File: config.mk
export PLATFORM = sky130hd
export DESIGN_NAME = dynamic_display_scan
export DESIGN_NICKNAME = d
export VERILOG_FILES = /design/src/rtl/dynamic_display_scan.sv
export SDC_FILE = /design/constraint.sdc
export NUM_CORES = 1
export LEC_CHECK = 0
export BUFFER_PORTS_ARGS = -buffer_cell sky130_fd_sc_hd__buf_2
export CAP_MARGIN = 25
export CORE_ASPECT_RATIO = 0.9
export CORE_MARGIN = 1
export CORE_UTILIZATION = 25
export DETAILED_ROUTE_END_ITERATION = 7
export PLACE_DENSITY = 0.48
export SYNTH_ARGS = -nofsm -noshare
export SYNTH_HDL_FRONTEND = slang
export SYNTH_SLANG_ARGS = --single-unit
export TNS_END_PERCENT = 30
File: constraint.sdc
create_clock -name clk -period 6.3 [get_ports clk]
set_input_delay 0.63 -clock clk [delete_from_list [all_inputs] [get_ports clk]]
set_output_delay 0.63 -clock clk [all_outputs]
set_load 0.03 [all_outputs]
File: src/rtl/dynamic_display_scan.sv
// Multiplexed 7-segment scan driver: shadow bank written by software, copied to the active
// bank at a frame boundary, with a blank interval before each digit to suppress ghosting.
module dynamic_display_scan #(
   parameter int NUM_DIGITS  = 8,
   parameter int SCAN_COUNT  = 28'h3000,
   parameter int BLANK_COUNT = 16,
   parameter int COUNT_WIDTH = 28,
   parameter int IDX_WIDTH   = $clog2(NUM_DIGITS)
) (
   input  logic                  clk,
   input  logic                  rst,
   input  logic                  wrEnable,
   input  logic [IDX_WIDTH-1:0]  wrIndex,
   input  logic [7:0]            wrData,
   input  logic                  wrRaw,
   input  logic                  commit,
   input  logic                  enable,
   output logic [7:0]            segOut,
   output logic [NUM_DIGITS-1:0] gateOut,
   output logic                  frameStart,
   output logic                  commitPending
);

   localparam logic [COUNT_WIDTH-1:0] SCAN_LOAD  = COUNT_WIDTH'(SCAN_COUNT - 1);
   localparam logic [COUNT_WIDTH-1:0] BLANK_LOAD =
      COUNT_WIDTH'((BLANK_COUNT > 0) ? BLANK_COUNT - 1 : 0);
   localparam logic [IDX_WIDTH-1:0]   LAST_DIGIT = IDX_WIDTH'(NUM_DIGITS - 1);

   typedef enum logic [1:0] {IDLE, BLANK, ON} state_t;

   typedef struct packed {
      logic       raw;
      logic [7:0] data;
   } entry_t;

   localparam entry_t BLANK_ENTRY = '{raw: 1'b1, data: 8'h00};

   state_t                 state, state_next;
   logic [IDX_WIDTH-1:0]   digit, digit_next, digit_adv;
   logic [COUNT_WIDTH-1:0] count, count_next;
   logic                   fs_next;

   entry_t shadow      [NUM_DIGITS];
   entry_t active      [NUM_DIGITS];
   entry_t active_next [NUM_DIGITS];
   entry_t sel;
   logic   copy;
   logic   wr_ok;
   logic [7:0]            seg_next;
   logic [NUM_DIGITS-1:0] gate_next;

   function automatic logic [6:0] hex_seg(input logic [3:0] nib);
      logic [6:0] s;
      case (nib)
         4'h0: s = 7'h3F;  4'h1: s = 7'h06;  4'h2: s = 7'h5B;  4'h3: s = 7'h4F;
         4'h4: s = 7'h66;  4'h5: s = 7'h6D;  4'h6: s = 7'h7D;  4'h7: s = 7'h07;
         4'h8: s = 7'h7F;  4'h9: s = 7'h6F;  4'hA: s = 7'h77;  4'hB: s = 7'h7C;
         4'hC: s = 7'h39;  4'hD: s = 7'h5E;  4'hE: s = 7'h79;  default: s = 7'h71;
      endcase
      return s;
   endfunction

   function automatic logic [7:0] enc(input entry_t e);
      return e.raw ? e.data : {e.data[7], hex_seg(e.data[3:0])};
   endfunction

   // Out-of-range indices only exist when the index field is wider than the digit count.
   if (2**IDX_WIDTH > NUM_DIGITS) begin : g_idx_check
      assign wr_ok = wrEnable && (wrIndex < IDX_WIDTH'(NUM_DIGITS));
   end else begin : g_idx_full
      assign wr_ok = wrEnable;
   end

   always_comb begin
      // NOTE: every combinational output is defaulted first so no path leaves it unassigned (no latch).
      state_next = state;
      digit_next = digit;
      count_next = count;
      fs_next    = 1'b0;
      digit_adv  = (digit == LAST_DIGIT) ? '0 : digit + 1'b1;
      if (!enable) begin
         state_next = IDLE;
         digit_next = '0;
         count_next = '0;
      end else begin
         case (state)
            IDLE: begin
               digit_next = '0;
               fs_next    = 1'b1;
               if (BLANK_COUNT > 0) begin
                  state_next = BLANK;
                  count_next = BLANK_LOAD;
               end else begin
                  state_next = ON;
                  count_next = SCAN_LOAD;
               end
            end
            BLANK: begin
               if (count == '0) begin
                  state_next = ON;
                  count_next = SCAN_LOAD;
               end else begin
                  count_next = count - 1'b1;
               end
            end
            ON: begin
               if (count == '0) begin
                  digit_next = digit_adv;
                  fs_next    = (digit_adv == '0);
                  if (BLANK_COUNT > 0) begin
                     state_next = BLANK;
                     count_next = BLANK_LOAD;
                  end else begin
                     state_next = ON;
                     count_next = SCAN_LOAD;
                  end
               end else begin
                  count_next = count - 1'b1;
               end
            end
            default: state_next = IDLE;
         endcase
      end
   end

   // Outputs are registered from next-state values so they line up with the state register.
   assign copy = frameStart & commitPending;

   always_comb begin
      sel = BLANK_ENTRY;
      for (int i = 0; i < NUM_DIGITS; i++) begin
         active_next[i] = copy ? shadow[i] : active[i];
         if (digit_next == IDX_WIDTH'(i)) sel = active_next[i];
         gate_next[i] = !((state_next == ON) && (digit_next == IDX_WIDTH'(i)));
      end
      seg_next = (state_next == ON) ? ~enc(sel) : 8'hFF;
   end

   always_ff @(posedge clk or posedge rst) begin
      if (rst) begin
         state         <= IDLE;
         digit         <= '0;
         count         <= '0;
         segOut        <= 8'hFF;
         gateOut       <= '1;
         frameStart    <= 1'b0;
         commitPending <= 1'b0;
      end else begin
         // NOTE: sequential state uses non-blocking assignments so every register samples pre-edge values.
         state         <= state_next;
         digit         <= digit_next;
         count         <= count_next;
         segOut        <= seg_next;
         gateOut       <= gate_next;
         frameStart    <= fs_next;
         commitPending <= commit | (commitPending & ~copy);
      end
   end

   always_ff @(posedge clk or posedge rst) begin
      if (rst) begin
         // NOTE: both banks are small register arrays and must come up blank, so they are reset explicitly.
         for (int i = 0; i < NUM_DIGITS; i++) begin
            shadow[i] <= BLANK_ENTRY;
            active[i] <= BLANK_ENTRY;
         end
      end else begin
         for (int i = 0; i < NUM_DIGITS; i++) begin
            active[i] <= active_next[i];
            if (wr_ok && (wrIndex == IDX_WIDTH'(i))) shadow[i] <= '{raw: wrRaw, data: wrData};
         end
      end
   end

endmodule
Word-level counts from Yosys, hierarchy flattened --
Memory sizes are Yosys's and may differ from the RTL's. Cells that the tools add are included.
Word-level totals: register bits 195, ROM bits 112, logic and storage cells 128, memories 1
Cells by class: add/subtract/negate cells 2, equal/unequal tests 19, muxes and demuxes 33, bitwise operators 5, reductions and logical operators 29
Memory list:
- (name not given) | words 16, bits a word 7, read ports 1, clocked after Yosys merged registers in 0, write ports 0, line 54 | case (nib)
Operators with widths (count):
- 2-to-1 mux 9 bit | 16
- 2-to-1 mux 28 bit | 3
- case mux 28 bit (3 select lines) | 1
- zero test 28 bit | 1
- subtractor 28 x 1 -> 28 bit (second input constant) | 1
- == test 3 bit (second input constant) | 9
- logical AND 1 bit | 16
- == test 3 x 2 -> 1 bit (second input constant) | 4
- zero test 3 bit | 3
- 2-to-1 mux 3 bit | 3
- zero test 1 bit | 8
- 2-to-1 mux 8 bit | 1
- inverter 8 bit | 1
- 2-to-1 mux 7 bit | 1
- == test 3 x 1 -> 1 bit (second input constant) | 2
- 2-to-1 mux 2 bit | 3
- case mux 2 bit (3 select lines) | 1
- case mux 3 bit (2 select lines) | 1
- == test 2 bit (second input constant) | 2
- != test 4 x 1 -> 1 bit (second input constant) | 1
- adder 3 x 1 -> 3 bit (second input constant) | 1
- AND 1 bit | 2
- == test 2 x 1 -> 1 bit (second input constant) | 1
- zero test 2 bit | 1
- 4 further kinds | 5

Depth between registers and ports, before layout --
An unclocked memory read counts as a cell.
word-level depth 18, mapped depth 17, mapped depth without buffers 16

Worst setup path before layout --
Ideal clock, no wire load.
kind reg2reg, from register count[0], to register segOut[0], setup time 0.112 ns, arrival time 3.429 ns, required time 6.188 ns, path slack 2.759 ns, cell stages (with the launch flop) 18, path buffers 2, period minus slack after synthesis 3.541 ns, path through dfrtp_1 > inv_1 > ha_1 > nor4b_1 > and4_1 > and4_1 > buf_6 > mux2_2 > buf_2 > a31oi_1 > a21oi_1 > o311ai_2 > inv_1 > ha_1 > inv_1 > nor3_1 > a211oi_1 > o211ai_1
On the way: word-level cells in the longest chain between the ends 17, elaborated cells on any way between the ends 29
Ends and longest elaborated chain:
- start: declaration | line 40 | logic [COUNT_WIDTH-1:0] count, count_next;
- start signal: assignment | line 152 | count <= count_next;
- zero test 28 bit * | line 99, 107
- 2-to-1 mux 3 bit | line 107 | if (count == '0) begin
- case mux 3 bit (2 select lines) | line 86 | case (state)
- 2-to-1 mux 3 bit | line 81 | if (!enable) begin
- zero test 3 bit | line 133 | if (digit_next == IDX_WIDTH'(i)) sel = active_next[i];
- 2-to-1 mux 9 bit (8 in a row) | line 133
- memory read (16 x 7 bit)
- 2-to-1 mux 7 bit | line 64 | return e.raw ? e.data : {e.data[7], hex_seg(e.data[3:0])};
- inverter 8 bit | line 136 | seg_next = (state_next == ON) ? ~enc(sel) : 8'hFF;
- 2-to-1 mux 8 bit * | line 136
- via seg_next[0] | line 49 | logic [7:0] seg_next;
- end signal: assignment | line 153 | segOut <= seg_next;
- end: declaration | line 18 | output logic [7:0] segOut,
The timed path passes the listed nets; every way through them passes the cells marked *. A chain may end at the register's enable or synchronous reset.

Worst setup path after layout --
from register count[20], to register segOut[5]
The elaborated chain is that of the path after synthesis.

==> flow_summary.json <==
{
  "fin_ws_ns": 2.00,
  "setup_viol": 0,
  "reg2reg_from": "count[20]",
  "p_leak_nw": 4.43,
  "drt_iter0_drc": 287,
  "yosys_register_bits": 195,
  "critPathArrivalTime_ns": 4.66,
  "hold_viol_final": 0,
  "grt_pass1_vias": 6018,
  "cts_tree": "yes",
  "ff2ff_setup_slack_ns": 2.00,
  "track_usage": 0.129,
  "grt_remaining_overflow": 0,
  "placed_cell_area_mm2": 0.00999,
  "vias": 6082,
  "wl_per_cell_um": 17.9,
  "cp_common_cell": "and4_1",
  "place.gp.congestion": 0.837,
  "first_pass_iters": 4,
  "period_share": 0.683,
  "drive_above_1_share": 0.336,
  "hpwl_um": 15200,
  "dp_slack_ns": 2.03,
  "start_util": 0.254,
  "pin_count": 35,
  "synth_flop_cell": "dfrtp_1",
  "clk_pin_slew_ns": 0.08,
  "routed_via_density": 4.70,
  "critical_path.cell_chain": "nor4_1 > and4_1 > and4_1 > buf_4 > mux2i_1 > a21oi_1 > o311ai_1 > a2111oi_4 > ha_1 > inv_1 > or3_1 > a41oi_1",
  "design.core.area_mm2": 0.0362,
  "drv_cap": 0,
  "layout_commonest_cell": "dfrtp_1",
  "diodes": 0,
  "h-tree-depth": 4,
  "fin_crit_ns": 4.30,
  "synthCells": 769,
  "hold_buffers": 0,
  "outcome": "complete, no violations",
  "drv_slew": 0,
  "fmax_mhz": 233,
  "worst_slew_pin_slew_ns": 0.838,
  "grt_max_degree": 134,
  "final_cell_mix": "dfrtp_1 (163), mux2_2 (143), nor2_1 (55)",
  "path_buf_inv": 2,
  "synth_area_mm2": 0.00920,
  "finalWirelength_um": 23100,
  "ant_nets": 0,
  "slowest_delay_ns": 0.61,
  "synth_nets": 801,
  "cp-start-kind": "flip-flop",
  "design_area_mm2": 0.0106,
  "peakVddDrop_mv": 0.207,
  "placed_cells": 1262,
  "fin_nets": 838,
  "syn_avg_cell_area_um2": 12.0,
  "clockRootBuffer": "clkbuf_16",
  "antenna_found_initial": 0,
  "slowest_stage": "a2111oi_4",
  "numPortBuffers": 34,
  "cts_sinks": 195,
  "ys_types": 73,
  "cp-end-kind": "flip-flop",
  "crit_family": "simple AND/OR/NAND/NOR gates",
  "yosysWarnings": 0,
  "worstPathMaxFanout": 16,
  "clockBufferDepth": 2,
  "finalNonFillerCells": 1295,
  "hp-class": "in -> async",
  "drc": 0,
  "power.density_mw_per_mm2": 498,
  "cts_buffers": 17,
  "grt_pass1_wl_um": 36600,
  "required_ns": 6.65,
  "critPathLaunch": "count[20]",
  "rsz0062_at_grt": "false",
  "clock_latency_ns": 0.44,
  "crit_type": "reg -> reg",
  "finalSetupTns_ns": 0,
  "synth-edff-count": 0,
  "finClkSkew_ns": 0.0128,
  "yosysSeqAreaShare": 0.535,
  "async_flop_share": 1.00,
  "relSlewSlack": 0.436,
  "cts_resized": 0,
  "rows": 66,
  "fp.dieArea_mm2": 0.0376,
  "area_growth_pct": 15.7,
  "fin_hold_ws_ns": 0.120,
  "die_x_um": 204,
  "die_h_um": 184,
  "post-cts-setup-buffers": 0
}
-- sequential cells by signal, summed over array words and instances, names as in the netlist --
name	flops
commitPending	1
segOut	8
state	2
frameStart	1
digit	3
active	72
count	28
shadow	72
gateOut	8
-- layer usage --
layer / GRT usage / part of all wire / routed length, um / vias to the layer above
met3: 0.0184 / 0.031 / 725 / 15
met1: 0.182 / 0.50 / 11600 / 3105
met2: 0.204 / 0.46 / 10500 / 97
met4: 0.0358 / 0.011 / 252 / 0
li1: - / - / - / 2865
met5: 0 / 0 / 0 / -
-- worst register-to-register path, cell delays in order, from the launching register on --
cell and delay [ns]:
dfrtp_1 0.42, nor4_1 0.60, and4_1 0.30, and4_1 0.56, buf_4 0.34, mux2i_1 0.18, a21oi_1 0.15, o311ai_1 0.14
a2111oi_4 0.61, ha_1 0.26, inv_1 0.08, or3_1 0.36, a41oi_1 0.23
-- power breakdown --
group | total, mW | switching [mW] | internal, mW | leakage [nW]
combinational | 2.28 | 1.32 | 0.957 | 1.78
clock | 1.13 | 0.577 | 0.549 | 0.296
sequential | 1.90 | 0.193 | 1.70 | 2.35
total | 5.30 | 2.09 | 3.21 | 4.43
-- stage by stage --
step / total power [mW] / utilization
after global placement: 4.17 / 0.275
after CTS: 5.35 / 0.293
after global routing: 5.70 / 0.294
after detailed placement: 4.20 / 0.276
after floorplan: 3.67 / -
final: 5.30 / 0.294
-- final timing paths --
| check | end | depth (start not counted) |
|---|---|---|
| hold reg to reg | active[70] | 2 |
| setup / recovery | segOut[5] | 12 |
| setup reg to reg | segOut[5] | 12 |
| max in group asynchronous | active[12] | 4 |
| hold / removal | commitPending | 2 |
| min in group clk | commitPending | 2 |
-- logic make-up (layout without fill, tap and decap cells) --
family | after synthesis | in the layout | synth area share
simple gates | 182 | 182 | 0.102
flops | 195 | 195 | 0.535
fa+ha+maj | 15 | 15 | 0.0204
xor+xnor | 14 | 14 | 0.0133
compound gates | 135 | 135 | 0.0991
mux | 167 | 167 | 0.202
buf+inv | 61 | 111 | 0.0284
-- final cells by class --
type | instances | area (um2)
flip-flops and latches | 195 | 4920
fillers | 3709 | 25500
repair buffers | 51 | 333
inverters | 28 | 113
multi-input cells | 513 | 4060
clock buffers | 17 | 425
clock inverters | 15 | 198
well taps | 476 | 596
-- synth_stat cells, types with 2 or more instances --
cell / count / share of area
inv_1: 25 / 0.010
or4_1: 2 / 0.0016
o21ai_0: 35 / 0.019
o311a_1: 3 / 0.0033
o21bai_1: 2 / 0.0016
o22ai_1: 2 / 0.0014
a31oi_1: 5 / 0.0034
nor2_1: 55 / 0.022
buf_6: 2 / 0.0024
nor4_1: 6 / 0.0041
a22o_1: 2 / 0.0019
o211ai_1: 7 / 0.0057
a211o_1: 3 / 0.0029
o41ai_1: 2 / 0.0019
nand4b_1: 3 / 0.0029
nand3_1: 12 / 0.0065
mux2i_1: 23 / 0.025
nand4_1: 9 / 0.0061
nor3b_1: 5 / 0.0041
a21oi_1: 31 / 0.017
o21ai_1: 8 / 0.0044
and4_1: 2 / 0.0019
a222oi_1: 3 / 0.0033
buf_2: 10 / 0.0054
and2_1: 9 / 0.0061
nor3_1: 18 / 0.0098
a21boi_0: 4 / 0.0033
and3_1: 8 / 0.0054
a211oi_1: 3 / 0.0024
inv_2: 3 / 0.0012
or3_1: 4 / 0.0027
dfrtp_1: 163 / 0.44
mux2_2: 143 / 0.18
nand2_1: 32 / 0.013
nand2b_1: 7 / 0.0048
ha_1: 15 / 0.020
nor2b_1: 2 / 0.0014
clkbuf_1: 17 / 0.0069
xor2_1: 4 / 0.0038
a22oi_1: 3 / 0.0024
dfstp_2: 32 / 0.091
o2111ai_1: 3 / 0.0029
xnor2_1: 10 / 0.0095
o311ai_1: 2 / 0.0019
buf_1: 2 / 0.00082
(Power assumes the default switching activity.)
